`src/rtl/bitstream_pkg.sv`:
```
// Shared definitions for the stochastic-bitstream neuron.
//   - LFSR_TAPS : Fibonacci maximal-length feedback masks, indexed by width 4..16
//   - state_e   : epoch control FSM states
//   - seed_for  : per-input LFSR seed (never zero)
package bitstream_pkg;

   localparam int unsigned LFSR_MIN_W = 4;
   localparam int unsigned LFSR_MAX_W = 16;

   // Bit k set means stage k+1 feeds the XOR; all polynomials are primitive.
   localparam logic [15:0] LFSR_TAPS [LFSR_MIN_W:LFSR_MAX_W] = '{
      16'h000C,  // 4
      16'h0014,  // 5
      16'h0030,  // 6
      16'h0060,  // 7
      16'h00B8,  // 8
      16'h0110,  // 9
      16'h0240,  // 10
      16'h0500,  // 11
      16'h0829,  // 12
      16'h100D,  // 13
      16'h2015,  // 14
      16'h6000,  // 15
      16'hD008   // 16
   };

   typedef enum logic [1:0] {
      S_IDLE  = 2'd0,
      S_RUN   = 2'd1,
      S_DRAIN = 2'd2,
      S_DONE  = 2'd3
   } state_e;

   // Seed = (idx+1+offset) mod 2^width; zero would lock the XOR LFSR, so map it to 1.
   function automatic logic [15:0] seed_for(input int unsigned idx,
                                            input int unsigned offset,
                                            input int unsigned width);
      int unsigned v;
      v = (idx + 32'd1 + offset) & ((32'd1 << width) - 32'd1);
      if (v == 32'd0) v = 32'd1;
      return 16'(v);
   endfunction

endpackage

```
`src/rtl/lfsr_sng.sv`:
```
// Stochastic number generator: Fibonacci LFSR compared against a weight.
// Ports:
//   clk, rst : clock, synchronous active-high reset (clears the LFSR)
//   load     : load SEED into the LFSR
//   enable   : advance the LFSR one step
//   value    : unsigned weight to compare against
//   y        : combinational stream bit, (lfsr < value)
module lfsr_sng
   import bitstream_pkg::*;
#(
   parameter int unsigned       WIDTH = 8,
   parameter logic [WIDTH-1:0]  SEED  = 1
) (
   input  logic             clk,
   input  logic             rst,
   input  logic             load,
   input  logic             enable,
   input  logic [WIDTH-1:0] value,
   output logic             y
);

   localparam logic [WIDTH-1:0] TAPS = WIDTH'(LFSR_TAPS[WIDTH]);

   logic [WIDTH-1:0] lfsr_q, lfsr_d;

   // Next-state: load has priority, otherwise shift in XOR of tapped stages.
   always_comb begin
      lfsr_d = lfsr_q;
      if (load) begin
         lfsr_d = SEED;
      end else if (enable) begin
         lfsr_d = {lfsr_q[WIDTH-2:0], ^(lfsr_q & TAPS)};
      end
   end

   always_ff @(posedge clk) begin
      if (rst) lfsr_q <= '0;
      else     lfsr_q <= lfsr_d;
   end

   assign y = (lfsr_q < value);

endmodule

```
`src/rtl/stoch_neuron_epoch.sv`:
```
// Stochastic-bitstream neuron evaluated over a fixed-length epoch.
// Weight streams (LFSR comparators) AND the input streams, the products are
// summed (OR, or round-robin MUX when STOCH_NEURON_MUX_SUM_EN is defined) and
// activated by a saturating-counter tanh FSM.
// Ports:
//   clk, rst       : clock, synchronous active-high reset
//   start          : begin an epoch (only honoured in IDLE)
//   weight_values  : per-input unsigned weights, latched on accepted start
//   neuron_input   : per-input bitstream bits, sampled every RUN cycle
//   busy           : epoch in progress
//   neuron_output  : registered activation bit
//   out_valid      : neuron_output carries an epoch bit
//   ones_count     : number of 1s output this epoch, held until next start
//   done           : one-cycle pulse, ones_count final
// Optional macro: STOCH_NEURON_MUX_SUM_EN (scaled-addition MUX sum).
module stoch_neuron_epoch
   import bitstream_pkg::*;
#(
   parameter  int unsigned INPUT_SIZE  = 4,
   parameter  int unsigned WEIGHT_LEN  = 8,
   parameter  int unsigned SEED_OFFSET = 0,
   parameter  int unsigned EPOCH_LEN   = 256,
   parameter  int unsigned TANH_STATES = 8,
   localparam int unsigned COUNT_W     = $clog2(EPOCH_LEN + 1)
) (
   input  logic                                 clk,
   input  logic                                 rst,
   input  logic                                 start,
   input  logic [INPUT_SIZE-1:0][WEIGHT_LEN-1:0] weight_values,
   input  logic [INPUT_SIZE-1:0]                neuron_input,
   output logic                                 busy,
   output logic                                 neuron_output,
   output logic                                 out_valid,
   output logic [COUNT_W-1:0]                   ones_count,
   output logic                                 done
);

   localparam int unsigned CNT_W = $clog2(EPOCH_LEN);
   localparam int unsigned TS_W  = $clog2(TANH_STATES);

   state_e                                state_q, state_d;
   logic [INPUT_SIZE-1:0][WEIGHT_LEN-1:0] weight_q, weight_d;
   logic [CNT_W-1:0]                      epoch_q, epoch_d;
   logic [TS_W-1:0]                       tanh_q, tanh_d;
   logic [COUNT_W-1:0]                    ones_q, ones_d;
   logic                                  out_q, out_d;
   logic                                  valid_q, valid_d;
   logic                                  busy_q, busy_d;
   logic                                  done_q, done_d;

   logic                  start_acc_c;
   logic                  run_c;
   logic [INPUT_SIZE-1:0] w_c;
   logic [INPUT_SIZE-1:0] p_c;
   logic                  s_c;
   logic                  act_c;

   assign start_acc_c = (state_q == S_IDLE) && start;
   assign run_c       = (state_q == S_RUN);

   // One weight stream generator per input, each with its own seed.
   for (genvar i = 0; i < INPUT_SIZE; i++) begin : g_sng
      lfsr_sng #(
         .WIDTH (WEIGHT_LEN),
         .SEED  (WEIGHT_LEN'(seed_for(i, SEED_OFFSET, WEIGHT_LEN)))
      ) u_sng (
         .clk    (clk),
         .rst    (rst),
         .load   (start_acc_c),
         .enable (run_c),
         .value  (weight_q[i]),
         .y      (w_c[i])
      );
   end

   assign p_c = w_c & neuron_input;

`ifdef STOCH_NEURON_MUX_SUM_EN
   localparam int unsigned SEL_W = (INPUT_SIZE > 1) ? $clog2(INPUT_SIZE) : 1;

   logic [SEL_W-1:0] sel_q, sel_d;

   // Round-robin input select for scaled addition.
   always_comb begin
      sel_d = sel_q;
      if (start_acc_c) begin
         sel_d = '0;
      end else if (run_c) begin
         sel_d = (sel_q == SEL_W'(INPUT_SIZE - 1)) ? '0 : sel_q + SEL_W'(1);
      end
   end

   always_ff @(posedge clk) begin
      if (rst) sel_q <= '0;
      else     sel_q <= sel_d;
   end

   assign s_c = p_c[sel_q];
`else
   assign s_c = |p_c;
`endif

   assign act_c = (tanh_q >= TS_W'(TANH_STATES / 2));

   // Epoch control, tanh activation and output counting.
   always_comb begin
      state_d  = state_q;
      weight_d = weight_q;
      epoch_d  = epoch_q;
      tanh_d   = tanh_q;
      ones_d   = ones_q;
      out_d    = 1'b0;
      valid_d  = 1'b0;

      if (valid_q && out_q && (ones_q != COUNT_W'(EPOCH_LEN))) begin
         ones_d = ones_q + COUNT_W'(1);
      end

      case (state_q)
         S_IDLE: begin
            if (start) begin
               state_d  = S_RUN;
               weight_d = weight_values;
               epoch_d  = '0;
               tanh_d   = TS_W'(TANH_STATES / 2);
               ones_d   = '0;
            end
         end
         S_RUN: begin
            out_d   = act_c;
            valid_d = 1'b1;
            if (s_c) begin
               if (tanh_q != TS_W'(TANH_STATES - 1)) tanh_d = tanh_q + TS_W'(1);
            end else begin
               if (tanh_q != '0) tanh_d = tanh_q - TS_W'(1);
            end
            epoch_d = epoch_q + CNT_W'(1);
            if (epoch_q == CNT_W'(EPOCH_LEN - 1)) state_d = S_DRAIN;
         end
         S_DRAIN: state_d = S_DONE;
         S_DONE:  state_d = S_IDLE;
         default: state_d = S_IDLE;
      endcase

      busy_d = (state_d != S_IDLE);
      done_d = (state_d == S_DONE);
   end

   always_ff @(posedge clk) begin
      if (rst) begin
         state_q  <= S_IDLE;
         weight_q <= '0;
         epoch_q  <= '0;
         tanh_q   <= '0;
         ones_q   <= '0;
         out_q    <= 1'b0;
         valid_q  <= 1'b0;
         busy_q   <= 1'b0;
         done_q   <= 1'b0;
      end else begin
         state_q  <= state_d;
         weight_q <= weight_d;
         epoch_q  <= epoch_d;
         tanh_q   <= tanh_d;
         ones_q   <= ones_d;
         out_q    <= out_d;
         valid_q  <= valid_d;
         busy_q   <= busy_d;
         done_q   <= done_d;
      end
   end

   assign busy          = busy_q;
   assign neuron_output = out_q;
   assign out_valid     = valid_q;
   assign ones_count    = ones_q;
   assign done          = done_q;

endmodule

```
`config.mk`:
```
export PLATFORM = sky130hd
export DESIGN_NAME = stoch_neuron_epoch
export DESIGN_NICKNAME = d
export VERILOG_FILES = /design/src/rtl/bitstream_pkg.sv /design/src/rtl/lfsr_sng.sv /design/src/rtl/stoch_neuron_epoch.sv
export SDC_FILE = /design/constraint.sdc
export NUM_CORES = 1
export LEC_CHECK = 0
export BUFFER_PORTS_ARGS = -buffer_cell sky130_fd_sc_hd__buf_2
export CORE_ASPECT_RATIO = 1.75
export CORE_MARGIN = 2
export CORE_UTILIZATION = 40
export DETAILED_ROUTE_END_ITERATION = 8
export SLEW_MARGIN = 40
export SYNTH_ARGS = -nofsm -noshare
export SYNTH_HDL_FRONTEND = slang
export SYNTH_SLANG_ARGS = --single-unit
```
`constraint.sdc`:
```
create_clock -name clk -period 2.6 [get_ports clk]
set_input_delay 0.52 -clock clk [delete_from_list [all_inputs] [get_ports clk]]
set_output_delay 0.52 -clock clk [all_outputs]
set_load 0.02 [all_outputs]
```
==> results of run 1 <==
-- registers in the layout, indices dropped and copies added (netlist names) --
name,cells
weight_q,32
g_sng.u_sng.lfsr_q,32
out_valid,1
epoch_q,8
neuron_output,1
busy,1
ones_count,9
tanh_q,3
state_q,2
done,1
-- area by class of cell --
type | count | area, um2
multi-input cells | 365 | 2260
clock inverters | 2 | 10.0
well taps | 127 | 159
fillers | 1022 | 5350
repair buffers | 60 | 323
flip-flops and latches | 90 | 1810
inverters | 32 | 120
clock buffers | 14 | 274
-- layout by cell type, fill, tap and decap left out, drive strengths merged, types with 2 or more instances in the layout --
cell type    n
clkbuf      14
nor2        34
clkinv       2
nor4         2
ha          31
xor2         9
a21o         4
nand4        3
nor3b        5
nand2      126
inv         32
o2111a       4
a221oi       4
o22ai        4
dfxtp       90
a211oi       7
a21oi       64
xnor2       12
and3         2
or3          3
o211ai       6
a31oi        2
nor3         7
nand2b       6
o21ai        6
o31ai        2
nand3        6
buf         60
-- how the worst max path moves through the flow --
stage	end	depth (start not counted)
floorplan	tanh_q[1]$_SDFFE_PP0P_	11
global placement	tanh_q[2]$_SDFFE_PP0P_	10
finish	tanh_q[1]$_SDFFE_PP0P_	10
CTS	tanh_q[2]$_SDFFE_PP0P_	10
global route	tanh_q[1]$_SDFFE_PP0P_	12
detailed placement	tanh_q[2]$_SDFFE_PP0P_	10
-- power groups by stage --
stage               registers, mW  logic, mW  clock network [mW]
detailed placement           1.52      0.356                   0
CTS                          1.49      0.361                1.27
global route                 1.50      0.434                1.32
finish                       1.49      0.381                1.23
global placement             1.52      0.348                   0
floorplan                    1.50      0.263                   0
-- repair_timing --
action / 4_1_cts / 5_1_grt
endpoints found under the setup margin: 2 / 2
pin swaps: 0 / 11
resized for setup: 1 / 18
hold endpoints to repair: 0 / 0
cloned: 0 / 0
-- per-layer routing --
layer  part of all wire, %  global-route usage (%)
met5                     0                       0
met4                   1.8                    6.67
met3                   3.5                    3.80
met2                    52                    30.6
met1                    43                    19.3
-- through the flow --
step | setup WS (ns) | setup TNS (ns) | utilization (%) | cell area [um2] | hold WS [ns]
after floorplan | 0.257 | 0 | - | 4230 | 0.432
after global placement | 0.0487 | 0 | 44.5 | 4580 | 0.444
after detailed placement | -0.0258 | -0.0258 | 44.5 | 4580 | 0.449
after CTS | 0.0198 | 0 | 47.3 | 4870 | 0.400
after global routing | -0.0171 | -0.0171 | 48.1 | 4950 | 0.411
final | 0.141 | 0 | 48.1 | 4950 | 0.413
-- worst max-delay path, stage by stage, from the launching register on --
cell,delay [ns]
sky130_fd_sc_hd__dfxtp_1,0.35
sky130_fd_sc_hd__ha_1,0.34
sky130_fd_sc_hd__a211oi_2,0.23
sky130_fd_sc_hd__o21ai_1,0.11
sky130_fd_sc_hd__a221oi_2,0.34
sky130_fd_sc_hd__nor4_4,0.10
sky130_fd_sc_hd__fa_2,0.56
sky130_fd_sc_hd__nand2_2,0.06
sky130_fd_sc_hd__nor2_1,0.09
sky130_fd_sc_hd__o21ai_1,0.06
sky130_fd_sc_hd__o22ai_1,0.16
-- kinds of logic after synthesis --
| kind of cell | after synthesis |
|---|---|
| and+or+nand+nor | 199 |
| AOI/OAI and AO/OA | 111 |
| DFF | 90 |
| buffers and inverters | 59 |
| adders and majority gates | 32 |
| xor gates and xnor gates | 21 |
| muxes | 2 |
==> key figures, run 1 <==
Status
  – Status: finished clean

Place
  – Count of placed standard cells including taps: 674
  – GP Congestion: ~0.8
  – DP HPWL: 6340 um
  – Count of port buffers added during placement: about 50

Route
  – Final wirelength: ~9100 um
  – Pre-Repair DR Iteration Count: 4
  – Antenna-violating nets left: 0
  – Number of vias per cell after detailed routing: about 5.1
  – DRC violation count after routing: 0
  – Mean routed wirelength per cell: about 13 um
  – Detailed-route via count: between 3000 and 4000
  – Number of DRC violations after detailed-routing iteration 0: approximately 120

Setup path
  – Capture instance of the worst register-to-register path: tanh_q[1]$_SDFFE_PP0P_
  – Worst endpoint data arrival time: 2.73 ns
  – Type of destination of the critical path: flop
  – Setup slack of the most critical reg-to-reg path: between 0.1 and 0.15 ns
  – Largest driver fanout on the critical path: 4
  – Critical path class: reg -> reg
  – Depth of the worst register-to-register path: 10
  – Launching element of the worst setup path: g_sng[3].u_sng.lfsr_q[3]$_SDFFE_PP0P_
  – Required arrival time at the worst endpoint: between 2 and 3 ns
  – Reg2Reg Launch Point: g_sng[3].u_sng.lfsr_q[3]$_SDFFE_PP0P_
  – Critical path launch point type: flop

Synth
  – Sequential-to-total area share from yosys stat: 42.6%
  – Cell Area, Synth: roughly 0.0042 mm2
  – Proportion of synthesized flip-flops having asynchronous set or reset: 0%
  – Fraction of the mapped netlist area in compound gates: ~17%
  – Area share of xor/xnor cells in the synthesized design: around 4.4%
  – Cell type with the highest aggregate area in the netlist: sky130_fd_sc_hd__dfxtp_1
  – Fraction of the mapped netlist area in adder cells: about a tenth
  – Most frequent cells after synthesis: sky130_fd_sc_hd__nand2_1, sky130_fd_sc_hd__dfxtp_1, sky130_fd_sc_hd__a21oi_1, sky130_fd_sc_hd__nor2_1, sky130_fd_sc_hd__inv_1
  – Synth unique cells: 50
  – Per-instance average area after synthesis: between 8 and 9 um2
  – Dominant synthesized flop cell: sky130_fd_sc_hd__dfxtp_1
  – Most frequent cell after synthesis: sky130_fd_sc_hd__nand2_1
  – Proportion of netlist area held by the largest area contributor: approximately 43%
  – Synthesized-area fraction occupied by and/or/nand/nor cells: between 20% and 30%
  – Combinational family with the most area after synthesis: simple AND/OR/NAND/NOR gates
  – Post-synthesis register bit count: 90
  – Top cells by area in the synthesized netlist: sky130_fd_sc_hd__dfxtp_1, sky130_fd_sc_hd__nand2_1, sky130_fd_sc_hd__ha_1, sky130_fd_sc_hd__a21oi_1, sky130_fd_sc_hd__nor2_1
  – Total number of yosys warnings: 0
  – Portion of netlist area occupied by mux cells: less than 1%
  – Post-Synthesis Net Count: between 500 and 600
  – Post-synth EDFFs: 0
  – Cells after Synth: 514

Clocking
  – Latest clock arrival within the worst-skew pair: 0.34 ns
  – Number of buffers between clock root and the deepest sink: 2
  – Post-CTS setup-driven buffer insertion count: 0
  – Total number of clock tree sinks: 90
  – TritonCTS clock tree: built
  – Clock Root Buffer: sky130_fd_sc_hd__clkbuf_16
  – H-Tree Depth: 3
  – CTS buffer count: 9
  – CTS clk-pin slew, worst paths: approximately 0.060 ns
  – Cts-stage hold buffer count: 0

Global routing
  – Largest net degree at the start of global routing: 37
  – Leftover overflow at the end of global routing: 0
  – Antenna violations before repair: 0
  – Wire length of the first global-routing pass: between 15000 and 20000 um
  – Overall global routing resource usage: 17.2%
  – Number of global-route vias before repair: between 3000 and 4000

STA
  – Max-slew headroom: around two thirds
  – Post-layout min period: 2.46 ns
  – Achievable clock frequency: roughly 0.41 GHz
  – Final clock skew: 0.00585 ns
  – Count of endpoints failing setup in the final report: 0
  – Final Hold Viols: 0
  – Max-slew violations: 0
  – Portion of the clock cycle consumed by the worst path in the final layout: 94.6%
  – Slew @ Worst Pin: 0.515 ns

Power
  – Combinational group share of total power: between 10% and 20%
  – Total chip power: between 3 and 4 mW
  – Maximum vdd drop: a little over 0.4 mV
  – Part of the power in the clock network: between 30% and 40%
  – Power share of the sequential group: between 40% and 50%
  – Net load switching power: 0.775 mW
  – P_leak: around 2 nW
  – Switching Fraction: between 20 and 30%
  – Total power divided by cell area: ~630 mW/mm2
  – Cell Int Power: 2.32 mW

Floorplan
  – Area of the die: approximately 0.011 mm2
  – Top-level I/O count: between 50 and 60
  – Horizontal die dimension: between 80 and 90 um
  – Area of the core region: around 0.010 mm2
  – Cell row count: 49
  – Die extent in y: around 140 um
  – Effective utilization at floorplan: 41.0%

Hold path
  – Min-Delay Path Depth: 3
  – Worst hold endpoint: weight_q[13]$_SDFFE_PP0P_
  – HP Start: weight_values[13]
  – Worst Hold Class: in -> reg

Finish
  – # diodes: 0
  – Area growth from synthesis to layout: 17.1%
  – # nets final: ~630
  – Final instance count without filler cells: a little under 700
  – Fraction of final layout cells with drive strength greater than 1: roughly 18%

Flow run
  – Number of max-cap violations: 0
Power figures use the tool's default switching activity.
==> run 2, diff against run 1 <==
--- a/config.mk
+++ b/config.mk
@@ -7,3 +7,2 @@
 export LEC_CHECK = 0
-export BUFFER_PORTS_ARGS = -buffer_cell sky130_fd_sc_hd__buf_2
 export CORE_ASPECT_RATIO = 1.75
@@ -12,2 +11,3 @@
 export DETAILED_ROUTE_END_ITERATION = 8
+export DONT_BUFFER_PORTS = 1
 export SLEW_MARGIN = 40
==> constraint.sdc (replaced) <==
create_clock -name clk -period 3.1 [get_ports clk]
set_input_delay 0.62 -clock clk [delete_from_list [all_inputs] [get_ports clk]]
set_output_delay 0.62 -clock clk [all_outputs]
set_load 0.05 [all_outputs]
==> key figures, run 2 (synthesis gave the netlist of run 1 again) <==
Place
  – GP Congestion: 0.795 (-1.6%)
  – Count of port buffers added during placement: 0 (-100%)
  – DP HPWL: 6300 um (-0.61%)

Clocking
  – Cts-stage hold buffer count: 0 (unchanged)
  – Post-CTS setup-driven buffer insertion count: 0 (unchanged)
  – CTS clk-pin slew, worst paths: 0.07 ns (about the same)
  – Latest clock arrival within the worst-skew pair: 0.34 ns (about the same)
  – Number of buffers between clock root and the deepest sink: 2 (unchanged)
  – Clock Root Buffer: sky130_fd_sc_hd__clkbuf_16
  – Total number of clock tree sinks: 90 (unchanged)
  – Number of gates given a new drive strength after cts: 0 (-1)
  – CTS buffer count: 9 (unchanged)
  – H-Tree Depth: 3 (unchanged)
  – TritonCTS clock tree: built

Finish
  – Area growth from synthesis to layout: 8.97%
  – Most frequent cells in the layout: sky130_fd_sc_hd__nand2_1, sky130_fd_sc_hd__dfxtp_1, sky130_fd_sc_hd__a21oi_1, sky130_fd_sc_hd__nor2_1, sky130_fd_sc_hd__inv_1
  – Most common cell after layout, fill and taps aside: sky130_fd_sc_hd__nand2_1
  – Storage cell area: 0.00180 mm2 (-0.28%)
  – Area of the multi-input gates: 0.00218 mm2 (-3.5%)
  – Fraction of final layout cells with drive strength greater than 1: 6.88% (-11 points)
  – Final-layout fill cell count: 1036 (+1.4%)
  – # nets final: 575 (-8.6%)
  – # diodes: 0 (unchanged)

Setup path
  – Capture instance of the worst register-to-register path: tanh_q[2]$_SDFFE_PP0P_
  – Reg2Reg Launch Point: g_sng[0].u_sng.lfsr_q[3]$_SDFFE_PP0P_
  – Buffers plus inverters on the worst setup path: 0 (unchanged)
  – Ordered cell list for the critical path: ha_1 > a211oi_2 > o21ai_0 > a221oi_1 > nor4_2 > fa_1 > xor2_1 > o31ai_1 > mux2i_1
  – Depth of the worst register-to-register path: 9 (-1)
  – Setup slack of the most critical reg-to-reg path: 0.33 ns (+0.19 ns)
  – Peak per-stage delay on the critical path: 0.55 ns (about the same)
  – Required arrival time at the worst endpoint: 3.32 ns (+0.45 ns)
  – Cell family with most CP delay: compound AO/OA/AOI/OAI gates
  – Worst endpoint data arrival time: 2.99 ns (+0.26 ns)
  – Critical path class: reg -> reg
  – Critical path launch point type: flop
  – Type of destination of the critical path: flop
  – Slowest cell on the critical path: sky130_fd_sc_hd__a221oi_1
  – Largest driver fanout on the critical path: 4 (unchanged)

Route
  – Mean routed wirelength per cell: 14.2 um (+7.6%)
  – Pre-Repair DR Iteration Count: 4 (unchanged)
  – Final wirelength: 9010 um (-0.79%)
  – Antenna-violating nets left: 0 (unchanged)
  – DRC violation count after routing: 0 (unchanged)
  – Detailed-route via count: 3367 (-4.3%)
  – Number of DRC violations after detailed-routing iteration 0: 128 (+4.9%)
  – Number of vias per cell after detailed routing: 5.29 (+3.8%)

STA
  – Slew @ Worst Pin: 0.622 ns (+0.107 ns)
  – Final Hold Viols: 0 (unchanged)
  – Max-slew violations: 0 (unchanged)
  – Portion of the clock cycle consumed by the worst path in the final layout: 89.5% (-5.1 points)
  – Final clock skew: 0.00595 ns (+0.0000951 ns)
  – Max-slew headroom: 58.5% (-7.2 points)
  – Achievable clock frequency: 0.361 GHz (-11%)
  – Post-layout min period: 2.77 ns (+0.314 ns)
  – Final sum of negative setup slack: 0 ns (unchanged)
  – Unrepaired setup endpoints after global routing: no
  – Count of endpoints failing setup in the final report: 0 (unchanged)

Floorplan
  – Top-level I/O count: 52 (unchanged)
  – Horizontal die dimension: 81.7 um (unchanged)
  – Area of the die: 0.0114 mm2 (unchanged)
  – Cell row count: 49 (unchanged)
  – Area of the core region: 0.0103 mm2 (unchanged)
  – Effective utilization at floorplan: 41.0% (unchanged)
  – Die extent in y: 140 um (unchanged)

Power
  – Maximum vdd drop: 0.386 mV (-5.1%)
  – Part of the power in the clock network: 42.2% (+2.6 points)
  – Switching Fraction: 25.9% (+0.84 points)
  – Total chip power: 2.61 mW (-16%)
  – Net load switching power: 0.675 mW (-13%)
  – Cell Int Power: 1.94 mW (-17%)
  – Total power divided by cell area: 567 mW/mm2 (-9.4%)
  – Combinational group share of total power: 9.7% (-2.6 points)
  – P_leak: 1.71 nW (-13%)
  – Power share of the sequential group: 48.1% (about the same)

Hold path
  – Min-Delay Path Depth: 1 (-2)
  – Worst Hold Class: in -> reg
  – HP Start: rst
  – Worst hold endpoint: epoch_q[5]$_SDFFE_PP0P_

Global routing
  – Overall global routing resource usage: 16.4% (-0.78 points)
  – Wire length of the first global-routing pass: 14500 um (-5.7%)
  – Number of global-route vias before repair: 3298 (-4.3%)
  – Largest net degree at the start of global routing: 55 (+49%)
  – Leftover overflow at the end of global routing: 0 (unchanged)
  – Antenna violations before repair: 0 (unchanged)

Flow run
  – Number of max-cap violations: 0 (unchanged)

Status
  – Status: finished clean
-- run 2: cell types whose count changed in the layout (fill, tap and decap cells not counted), sizes merged --
cell,previous run,this run
buf,60,6
clkbuf,14,9
clkinvlp,0,3
bufinv,0,1
inv,32,33
-- run 2: worst reg2reg max path, cell delays in order, from the launching register on --
cell	delay, ns
sky130_fd_sc_hd__dfxtp_1	0.34
sky130_fd_sc_hd__ha_1	0.34
sky130_fd_sc_hd__a211oi_2	0.21
sky130_fd_sc_hd__o21ai_0	0.10
sky130_fd_sc_hd__a221oi_1	0.55
sky130_fd_sc_hd__nor4_2	0.17
sky130_fd_sc_hd__fa_1	0.45
sky130_fd_sc_hd__xor2_1	0.17
sky130_fd_sc_hd__o31ai_1	0.23
sky130_fd_sc_hd__mux2i_1	0.10
-- run 2: metal layers --
metal  track usage, %  vias up  wire length [um]
met1             17.2     1589              3720
met3             3.22       20               340
li1                 -     1699                 -
met2             29.5       59              4660
met4             9.04        0               282
met5                0        -                 0
-- run 2: power by group through the flow --
stage               logic, mW  clock network (mW)  registers (mW)
CTS                     0.257                1.13            1.26
global route            0.285                1.17            1.26
detailed placement      0.255                   0            1.28
global placement        0.245                   0            1.28
finish                  0.254                1.10            1.26
floorplan               0.221                   0            1.27
-- run 2: cell type report --
type / instances / share of cell area [%]
multi-input cells: 365 / 47.3
repair buffers: 6 / 0.978
well taps: 127 / 3.45
inverters: 32 / 2.61
clock buffers: 9 / 4.89
flip-flops and latches: 90 / 39.1
clock inverters: 7 / 1.71
-- run 2: how the worst max path moves through the flow --
stage                                                      from                endpoint  cells after the start
after floorplan                       weight_q[11]$_SDFFE_PP0P_  tanh_q[1]$_SDFFE_PP0P_                     11
after global placement    g_sng[0].u_sng.lfsr_q[3]$_SDFFE_PP0P_  tanh_q[2]$_SDFFE_PP0P_                      9
after detailed placement  g_sng[0].u_sng.lfsr_q[3]$_SDFFE_PP0P_  tanh_q[2]$_SDFFE_PP0P_                      9
after CTS                 g_sng[0].u_sng.lfsr_q[3]$_SDFFE_PP0P_  tanh_q[2]$_SDFFE_PP0P_                      9
after global routing      g_sng[1].u_sng.lfsr_q[3]$_SDFFE_PP0P_  tanh_q[1]$_SDFFE_PP0P_                     10
final                     g_sng[0].u_sng.lfsr_q[3]$_SDFFE_PP0P_  tanh_q[2]$_SDFFE_PP0P_                      9
-- run 2: per-stage QoR --
step / utilization [%] / setup WS [ns] / hold WS, ns / std cells / instance area [um2]
2_1_floorplan: - / 0.757 / 0.432 / 514 / 4230
3_3_place_gp: 41.8 / 0.461 / 0.437 / 620 / 4300
6_report: 44.7 / 0.327 / 0.341 / 636 / 4610
4_1_cts: 44.7 / 0.337 / 0.332 / 636 / 4610
5_1_grt: 44.7 / 0.231 / 0.333 / 636 / 4610
3_5_place_dp: 41.8 / 0.343 / 0.440 / 620 / 4300
